## config.mk

```make
export PLATFORM = sky130hd
export DESIGN_NAME = cache_lookup_ctrl_flat
export DESIGN_NICKNAME = d
export VERILOG_FILES = /design/src/rtl/cache_pkg.sv /design/src/rtl/cache_lookup_ctrl_if.sv /design/src/rtl/way_halt_match.sv /design/src/rtl/cache_lookup_ctrl.sv /design/src/flat_wrapper.sv
export SDC_FILE = /design/constraint.sdc
export NUM_CORES = 2
export LEC_CHECK = 0
export ABC_AREA = 1
export ABC_CLOCK_PERIOD_IN_PS = 2340
export BUFFER_PORTS_ARGS = -buffer_cell sky130_fd_sc_hd__buf_2
export CELL_PAD_IN_SITES_DETAIL_PLACEMENT = 0
export CELL_PAD_IN_SITES_GLOBAL_PLACEMENT = 2
export CORE_AREA = 2 2 386 388
export DETAILED_ROUTE_END_ITERATION = 10
export DIE_AREA = 0 0 388 390
export PLACE_DENSITY = 0.68
export SYNTH_ARGS = -nofsm -noshare
export SYNTH_HDL_FRONTEND = slang
export SYNTH_SLANG_ARGS = --single-unit
```

## constraint.sdc

```tcl
create_clock -name clk -period 2.34 [get_ports clk]
set_input_delay 0.468 -clock clk [delete_from_list [all_inputs] [get_ports clk]]
set_output_delay 0.468 -clock clk [all_outputs]
set_load 0.01 [all_outputs]
```

## src/rtl/cache_pkg.sv

```systemverilog
// Shared types and address-field constants for the cache lookup controller.
package cache_pkg;

  localparam int unsigned ADDR_W       = 32;
  localparam int unsigned WORD_W       = 32;
  localparam int unsigned CNT_W        = 16;
  localparam int unsigned CACHE_WAYS   = 8;
  localparam int unsigned CACHE_LINE_W = 256;
  localparam int unsigned CACHE_HALT_W = 4;
  localparam int unsigned CACHE_MAIN_W = 20;

  localparam int unsigned MAIN_LSB   = 12;
  localparam int unsigned HALT_LSB   = 8;
  localparam int unsigned WORD_LSB   = 2;
  localparam int unsigned WORD_SEL_W = 3;
  localparam int unsigned LINE_OFF_W = 5;

  typedef enum logic [2:0] {
    IDLE, HALT, PROBE, REFILL, WRITE, RESP, FLUSH
  } ctrlState_e;

endpackage

```

## src/rtl/cache_lookup_ctrl_if.sv

```systemverilog
// CPU-side request/response channel of the cache lookup controller.
interface cache_lookup_ctrl_if;

  logic                         req_valid;
  logic                         req_ready;
  logic [cache_pkg::ADDR_W-1:0] req_addr;
  logic                         resp_valid;
  logic                         resp_hit;
  logic [cache_pkg::WORD_W-1:0] resp_data;

  modport master (
    output req_valid, req_addr,
    input  req_ready, resp_valid, resp_hit, resp_data
  );

  modport slave (
    input  req_valid, req_addr,
    output req_ready, resp_valid, resp_hit, resp_data
  );

endinterface

```

## src/rtl/way_halt_match.sv

```systemverilog
// Halt-tag compare across all ways plus lowest-set-bit one-hot select of the candidate mask.
module way_halt_match
  import cache_pkg::*;
#(
  parameter int unsigned WAYS   = CACHE_WAYS,
  parameter int unsigned HALT_W = CACHE_HALT_W
) (
  input  logic [WAYS*HALT_W-1:0] haltTags,
  input  logic [HALT_W-1:0]      haltTag,
  input  logic [WAYS-1:0]        remMask,
  input  logic                   useMatch,
  output logic [WAYS-1:0]        candMask,
  output logic [WAYS-1:0]        selOneHot
);

  logic [WAYS-1:0] matchMask;

  always_comb begin
    matchMask = '0;
    for (int i = 0; i < int'(WAYS); i++) begin
      matchMask[i] = (haltTags[i*HALT_W +: HALT_W] == haltTag);
    end
  end

  assign candMask = useMatch ? matchMask : remMask;

  // x & -x keeps only the lowest set bit
  assign selOneHot = candMask & (~candMask + WAYS'(1));

endmodule

```

## src/rtl/cache_lookup_ctrl.sv

```systemverilog
// Set-associative lookup controller: halt-tag filter, sequential way probe,
// line refill with round-robin victim, and whole-set flush.
module cache_lookup_ctrl
  import cache_pkg::*;
#(
  parameter int unsigned WAYS   = CACHE_WAYS,
  parameter int unsigned LINE_W = CACHE_LINE_W,
  parameter int unsigned HALT_W = CACHE_HALT_W,
  parameter int unsigned MAIN_W = CACHE_MAIN_W
) (
  input  logic                   clk,
  input  logic                   reset,
  cache_lookup_ctrl_if.slave     cpu,
  output logic                   regWrite,
  output logic [WAYS-1:0]        decOut1b,
  output logic                   inp_viv,
  output logic [LINE_W-1:0]      inputData,
  output logic [ADDR_W-1:0]      in_tag,
  input  logic [WAYS*HALT_W-1:0] halt_tags,
  input  logic                   out_viv,
  input  logic [MAIN_W-1:0]      outMainTag,
  input  logic [LINE_W-1:0]      outData,
  output logic                   mem_req,
  output logic [ADDR_W-1:0]      mem_addr,
  input  logic                   mem_ack,
  input  logic [LINE_W-1:0]      mem_rdata,
  input  logic                   flush,
  output logic                   busy,
  output logic [CNT_W-1:0]       hit_count,
  output logic [CNT_W-1:0]       miss_count
);

  localparam int unsigned VICT_W = $clog2(WAYS);

  ctrlState_e          state, stateD;
  logic [ADDR_W-1:0]   addrQ, addrD;
  logic [WAYS-1:0]     candQ, candD;
  logic [VICT_W-1:0]   victim, victimD, flushIdx, flushIdxD;
  logic [LINE_W-1:0]   lineBuf, lineD;
  logic                readyQ, readyD;
  logic                respValidQ, respValidD, respHitQ, respHitD;
  logic [WORD_W-1:0]   respDataQ, respDataD;
  logic                regWriteD, vivD, memReqD, busyD;
  logic [WAYS-1:0]     decD;
  logic [LINE_W-1:0]   inputDataD;
  logic [ADDR_W-1:0]   inTagD, memAddrD;
  logic [CNT_W-1:0]    hitD, missD;
  logic [WAYS-1:0]     candNext, selNext;
  logic [WORD_SEL_W-1:0] wordSel;
  logic                reqReady, probeHit;

  // Ready is registered for IDLE but gated live by flush so flush always wins
  assign reqReady       = readyQ && !flush;
  assign cpu.req_ready  = reqReady;
  assign cpu.resp_valid = respValidQ;
  assign cpu.resp_hit   = respHitQ;
  assign cpu.resp_data  = respDataQ;

  assign wordSel  = addrQ[WORD_LSB +: WORD_SEL_W];
  assign probeHit = out_viv && (outMainTag == addrQ[MAIN_LSB +: MAIN_W]);

  way_halt_match #(.WAYS(WAYS), .HALT_W(HALT_W)) u_match (
    .haltTags  (halt_tags),
    .haltTag   (addrQ[HALT_LSB +: HALT_W]),
    .remMask   (candQ & ~decOut1b),
    .useMatch  (state == HALT),
    .candMask  (candNext),
    .selOneHot (selNext)
  );

  always_ff @(posedge clk or negedge reset) begin
    if (!reset) begin
      state      <= IDLE;
      addrQ      <= '0;
      candQ      <= '0;
      victim     <= '0;
      flushIdx   <= '0;
      lineBuf    <= '0;
      readyQ     <= 1'b0;
      respValidQ <= 1'b0;
      respHitQ   <= 1'b0;
      respDataQ  <= '0;
      regWrite   <= 1'b0;
      decOut1b   <= '0;
      inp_viv    <= 1'b0;
      inputData  <= '0;
      in_tag     <= '0;
      mem_req    <= 1'b0;
      mem_addr   <= '0;
      busy       <= 1'b0;
      hit_count  <= '0;
      miss_count <= '0;
    end else begin
      state      <= stateD;
      addrQ      <= addrD;
      candQ      <= candD;
      victim     <= victimD;
      flushIdx   <= flushIdxD;
      lineBuf    <= lineD;
      readyQ     <= readyD;
      respValidQ <= respValidD;
      respHitQ   <= respHitD;
      respDataQ  <= respDataD;
      regWrite   <= regWriteD;
      decOut1b   <= decD;
      inp_viv    <= vivD;
      inputData  <= inputDataD;
      in_tag     <= inTagD;
      mem_req    <= memReqD;
      mem_addr   <= memAddrD;
      busy       <= busyD;
      hit_count  <= hitD;
      miss_count <= missD;
    end
  end

  // Next state plus next values of every registered output, aligned to the next state
  always_comb begin
    stateD     = state;
    addrD      = addrQ;
    candD      = candQ;
    victimD    = victim;
    flushIdxD  = flushIdx;
    lineD      = lineBuf;
    respValidD = 1'b0;
    respHitD   = respHitQ;
    respDataD  = respDataQ;
    regWriteD  = 1'b0;
    decD       = '0;
    vivD       = 1'b0;
    inputDataD = inputData;
    inTagD     = in_tag;
    memReqD    = 1'b0;
    memAddrD   = mem_addr;
    hitD       = hit_count;
    missD      = miss_count;

    unique case (state)
      IDLE: begin
        if (flush) begin
          stateD    = FLUSH;
          flushIdxD = '0;
          regWriteD = 1'b1;
          decD      = WAYS'(1);
        end else if (cpu.req_valid && reqReady) begin
          addrD  = cpu.req_addr;
          stateD = HALT;
        end
      end
      HALT, PROBE: begin
        if (state == PROBE && probeHit) begin
          stateD     = RESP;
          lineD      = outData;
          respValidD = 1'b1;
          respHitD   = 1'b1;
          respDataD  = outData[WORD_W*32'(wordSel) +: WORD_W];
        end else begin
          candD = candNext;
          if (candNext == '0) begin
            stateD   = REFILL;
            memReqD  = 1'b1;
            memAddrD = {addrQ[ADDR_W-1:LINE_OFF_W], {LINE_OFF_W{1'b0}}};
          end else begin
            stateD = PROBE;
            decD   = selNext;
          end
        end
      end
      REFILL: begin
        if (mem_ack) begin
          stateD     = WRITE;
          lineD      = mem_rdata;
          regWriteD  = 1'b1;
          decD       = WAYS'(1) << victim;
          vivD       = 1'b1;
          inputDataD = mem_rdata;
          inTagD     = addrQ;
        end else begin
          memReqD = 1'b1;
        end
      end
      WRITE: begin
        stateD     = RESP;
        victimD    = victim + VICT_W'(1);
        respValidD = 1'b1;
        respHitD   = 1'b0;
        respDataD  = lineBuf[WORD_W*32'(wordSel) +: WORD_W];
      end
      RESP: begin
        stateD = IDLE;
        if (respHitQ) begin
          if (hit_count != '1) hitD = hit_count + CNT_W'(1);
        end else begin
          if (miss_count != '1) missD = miss_count + CNT_W'(1);
        end
      end
      FLUSH: begin
        if (flushIdx == VICT_W'(WAYS - 1)) begin
          stateD = IDLE;
        end else begin
          flushIdxD = flushIdx + VICT_W'(1);
          regWriteD = 1'b1;
          decD      = WAYS'(1) << flushIdxD;
        end
      end
      default: stateD = IDLE;
    endcase

    readyD = (stateD == IDLE);
    busyD  = (stateD != IDLE);
  end

endmodule

```

## src/flat_wrapper.sv

```systemverilog
// flat-port wrapper written by rule: the top's interface ports become plain ports
module cache_lookup_ctrl_flat import cache_pkg::*;
#(
  parameter int unsigned WAYS   = CACHE_WAYS,
  parameter int unsigned LINE_W = CACHE_LINE_W,
  parameter int unsigned HALT_W = CACHE_HALT_W,
  parameter int unsigned MAIN_W = CACHE_MAIN_W
)
  (clk, reset, regWrite, decOut1b, inp_viv, inputData, in_tag, halt_tags, out_viv, outMainTag, outData, mem_req, mem_addr, mem_ack, mem_rdata, flush, busy, hit_count, miss_count, cpu_req_valid, cpu_req_addr, cpu_req_ready, cpu_resp_valid, cpu_resp_hit, cpu_resp_data);
  cache_lookup_ctrl_if cpu_i ();
  input  logic clk;
  input  logic reset;
  output logic regWrite;
  output logic [WAYS-1:0] decOut1b;
  output logic inp_viv;
  output logic [LINE_W-1:0] inputData;
  output logic [ADDR_W-1:0] in_tag;
  input  logic [WAYS*HALT_W-1:0] halt_tags;
  input  logic out_viv;
  input  logic [MAIN_W-1:0] outMainTag;
  input  logic [LINE_W-1:0] outData;
  output logic mem_req;
  output logic [ADDR_W-1:0] mem_addr;
  input  logic mem_ack;
  input  logic [LINE_W-1:0] mem_rdata;
  input  logic flush;
  output logic busy;
  output logic [CNT_W-1:0] hit_count;
  output logic [CNT_W-1:0] miss_count;
  input wire logic [$bits(cpu_i.req_valid)-1:0] cpu_req_valid;
  input wire logic [$bits(cpu_i.req_addr)-1:0] cpu_req_addr;
  output wire logic [$bits(cpu_i.req_ready)-1:0] cpu_req_ready;
  output wire logic [$bits(cpu_i.resp_valid)-1:0] cpu_resp_valid;
  output wire logic [$bits(cpu_i.resp_hit)-1:0] cpu_resp_hit;
  output wire logic [$bits(cpu_i.resp_data)-1:0] cpu_resp_data;
  assign cpu_i.req_valid = cpu_req_valid;
  assign cpu_i.req_addr = cpu_req_addr;
  assign cpu_req_ready = cpu_i.req_ready;
  assign cpu_resp_valid = cpu_i.resp_valid;
  assign cpu_resp_hit = cpu_i.resp_hit;
  assign cpu_resp_data = cpu_i.resp_data;
  cache_lookup_ctrl #(.WAYS(WAYS), .LINE_W(LINE_W), .HALT_W(HALT_W), .MAIN_W(MAIN_W)) u_core (.clk(clk), .reset(reset), .cpu(cpu_i), .regWrite(regWrite), .decOut1b(decOut1b), .inp_viv(inp_viv), .inputData(inputData), .in_tag(in_tag), .halt_tags(halt_tags), .out_viv(out_viv), .outMainTag(outMainTag), .outData(outData), .mem_req(mem_req), .mem_addr(mem_addr), .mem_ack(mem_ack), .mem_rdata(mem_rdata), .flush(flush), .busy(busy), .hit_count(hit_count), .miss_count(miss_count));
endmodule
```

==> metrics.md <==
| Metric | Value |
|---|---|
| Status | `complete, no violations` |
| H-tree depth | `3` |
| Initial DRT Pass Iterations | `5` |
| Gr ovfl total | `0` |
| HP Class | `input pin to flop` |
| WP data arrival | `approximately 2900 ps` |
| Crit-path slowest cell | `o21ai_0` |
| Via count | `around 37,000` |
| GP Congestion | `roughly 0.84` |
| Max cap viols | `0` |
| WL met3 | `roughly 15,000 um` |
| Fmax achieved | `~430 MHz` |
| RSZ-0062 raised after global routing | `true` |
| Post-synthesis register bit count | `~700` |
| IO Port Bufs | `slightly below 1,000` |
| Slew Viols, Final | `0` |
| CTS tree | `done` |
| Rel. slew slack | `a little over half` |
| Initial antenna violation count | `between 100 and 150` |
| IO Count | `1,001` |
| Adder-cell share of the synthesized area | `0.5287%` |
| Post-Route M1 WL | `between 70,000 and 80,000 um` |
| HPWL Detailed | `between 100,000 and 150,000 um` |
| R2R setup slack | `roughly 28 ps` |
| First-pass GRT wire length | `around 260,000 um` |
| WL/cell | `around 23 um` |
| Buffers and inverters on the worst path | `3` |
| Share of cells above drive strength 1 | `between 20% and 30%` |
| Placement row count | `~140` |
| Compound-cell area share of the yosys netlist | `between 15 and 20%` |
| Fin. Hold Viols | `0` |
| Critical Path RT | `between 2000 and 3000 ps` |
| Max incr delay on CP | `between 400 and 500 ps` |
| Num CTS Buffers | `92` |
| Syn avg cell area | `about 7.3 um2` |
| Clk buf depth | `3` |
| FFs w/ async S/R, synth | `between 90% and 100%` |
| Vias in the first global route | `36,590` |
| Most frequent cells in the layout | `1,590 x nand2_1, 994 x buf_2, 694 x dfrtp_1` |
| Final period util | `between 90% and 100%` |
| Tot GR Track Use | `24.01%` |
| Final Critical Period | `about 2300 ps` |
| Number of filler cells placed in the layout | `~16,000` |
| Initial DRC count | `2,742` |
| Largest family of logic cells by synthesized area | `simple AND/OR/NAND/NOR gates` |
| Fin nets | `6,722` |
| Worst vdd ir | `roughly 0.63 mV` |
| Most used cell along the critical path | `buf_12` |
| Final wirelength | `~190,000 um` |
| Layout Cells excl Fill | `8,149` |
| Setup violations, final | `0` |
| Clock Tree Root | `clkbuf_16` |
| Area Growth Syn to Fin | `41.51%` |
| Synth Cell Area | `approximately 36,000 um2` |
| Clk_lat worst skew | `~700 ps` |
| Ys flop type | `dfrtp_1` |
| Post-Place Cells | `between 7,000 and 8,000` |
| Top Metal Used | `met5` |
| Routed Antenna Nets | `0` |
| Critical-path cell list | `buf_4 > nor2_4 > nand2_8 > buf_12 > buf_12 > o21ai_0 > nand3_1 > nand3_4 > a31oi_1` |
| Core ar. | `about 150,000 um2` |
| Die ar. | `151,300 um2` |
| Total power | `about 65 mW` |
| Critical setup path kind | `flop to flop` |
| P per Cell Area | `roughly 1300 nW/um2` |
| Sequential share of the synthesized area | `around half` |
| Slew @ Worst Pin | `707.5 ps` |
| CP startpoint kind | `flop` |
| Post-Syn Instances | `just under 5,000` |
| Crit Path Max Fanout | `69` |
| Xor and xnor fraction of the mapped netlist area | `under 10%` |
| Die width | `a little under 400 um` |
| Util after Layout | `34.14%` |
| Largest net degree at the start of global routing | `83` |
| Die height | `390 um` |
| Netlist cell types | `34` |
| Synth Area in Simple Gates | `21.91%` |
| CTS clk-pin slew, worst paths | `60 ps` |
| Vias per cell | `4.579` |
| Mux contribution to synthesized area | `less than 1%` |
| Crit-path leading delay family | `simple AND/OR/NAND/NOR gates` |
| Pleak | `about 27 nW` |
| Worst Skew | `about 39 ps` |
| Ys Warns | `0` |
| # clock sinks | `~700` |
| Post-synth EDFFs | `0` |
| Initial core utilization | `24.13%` |
| Wire length on met2 | `between 90,000 and 100,000 um` |
| Final setup TNS | `0 ps` |
| # DRC | `0` |
| Setup crit end kind | `flop` |
| Leading cell type in the layout, fill and taps excluded | `nand2_1` |
==> flip-flops by register name, indices dropped and copies added (netlist names), 8 cells and up <==
| name | flops |
|---|---|
| u_core.candQ | 8 |
| u_core.miss_count | 16 |
| u_core.in_tag | 32 |
| u_core.addrQ | 32 |
| u_core.inputData | 256 |
| u_core.cpu.resp_data | 32 |
| u_core.hit_count | 16 |
| u_core.lineBuf | 256 |
| u_core.decOut1b | 8 |
| u_core.mem_addr | 27 |
==> what timing repair did <==
item	in CTS	in global routing
setup buffers	1	4
pin swaps	1	7
cloned	1	18
hold buffers	200	0
endpoints found under the hold margin	220	0
resized for setup	14	62
endpoints found under the setup margin	253	155
==> power by group <==
part / internal, mW / leakage [nW] / switching, mW / total (mW)
clock: 8.59 / 1.51 / 6.01 / 14.6
combinational: 10.9 / 16.4 / 19.3 / 30.2
sequential: 17.3 / 8.76 / 3.12 / 20.4
total: 36.8 / 26.6 / 28.5 / 65.3
==> area by class of cell <==
type | instances | area (um2) | share of cell area [%]
Antenna cell | 47 | 117.6 | 0.2341
Clock buffer | 137 | 2775 | 5.524
Clock inverter | 24 | 254.0 | 0.5056
Inverter | 634 | 2394 | 4.765
Multi-Input combinational cell | 3217 | 14550 | 28.97
Sequential cell | 699 | 17500 | 34.84
Tap cell | 1930 | 2415 | 4.807
Timing Repair Buffer | 1461 | 10220 | 20.35
==> per-layer routing <==
layer	vias to the layer above	GRT usage, %
li1	17910	-
met1	17810	29.51
met2	1245	39.69
met3	304	6.769
met4	50	9.402
met5	-	0
==> path summary, 6_finish.rpt <==
path                                            end                  from  cells after the start
max                        u_core.cpu.resp_data[19]       u_core.state[1]                      9
min                           u_core.inputData[212]        mem_rdata[212]                      3
max reg2reg                u_core.cpu.resp_data[19]       u_core.state[1]                      9
min reg2reg                    u_core.inputData[18]  u_core.inputData[18]                      2
max in group asynchronous     u_core.inputData[246]                 reset                      3
min in group asynchronous        u_core.lineBuf[19]                 reset                      2
==> synthesized netlist by cell type, drive strengths merged, types with 6 or more instances <==
| cell | n | area [um2] |
|---|---|---|
| a31oi | 32 | 200.2 |
| nand4 | 9 | 56.30 |
| a21oi | 256 | 1281 |
| dfrtp | 699 | 17490 |
| xor2 | 24 | 210.2 |
| nor3 | 15 | 86.34 |
| buf | 83 | 390.4 |
| nand3 | 226 | 1131 |
| xnor2 | 25 | 219.0 |
| o211ai | 6 | 45.04 |
| nand2 | 1596 | 5991 |
| nor2 | 114 | 440.4 |
| ha | 15 | 187.7 |
| o21ai | 876 | 4384 |
| clkbuf | 232 | 870.8 |
| inv | 632 | 2372 |
==> stage by stage <==
| stage | setup WS [ps] | cell area (um2) | hold WS, ps |
|---|---|---|---|
| detailed placement | -317.5 | 44380 | 410.4 |
| floorplan | 325.4 | 35520 | 172.4 |
| CTS | -33.27 | 49490 | 0.05468 |
| global placement | -328.6 | 44380 | 410.1 |
| finish | 27.79 | 50240 | 50.28 |
| global route | -32.50 | 50200 | 31.52 |
==> tightest hold or removal path, cell delays in order <==
cell,delay [ps]
buf_2,130
nand2_1,60
nand2_1,60
==> cell families (layout without fill, tap and decap cells) <==
group | after synthesis | count (layout)
AOI/OAI and AO/OA | 1176 | 1176
xor gates and xnor gates | 49 | 49
adders and majority gates | 15 | 15
buffers and inverters | 949 | 2256
DFF | 699 | 699
muxes | 1 | 1
other | 1 | 52
and+or+nand+nor | 1971 | 1971
No activity file was read; power rests on OpenSTA's default activity.
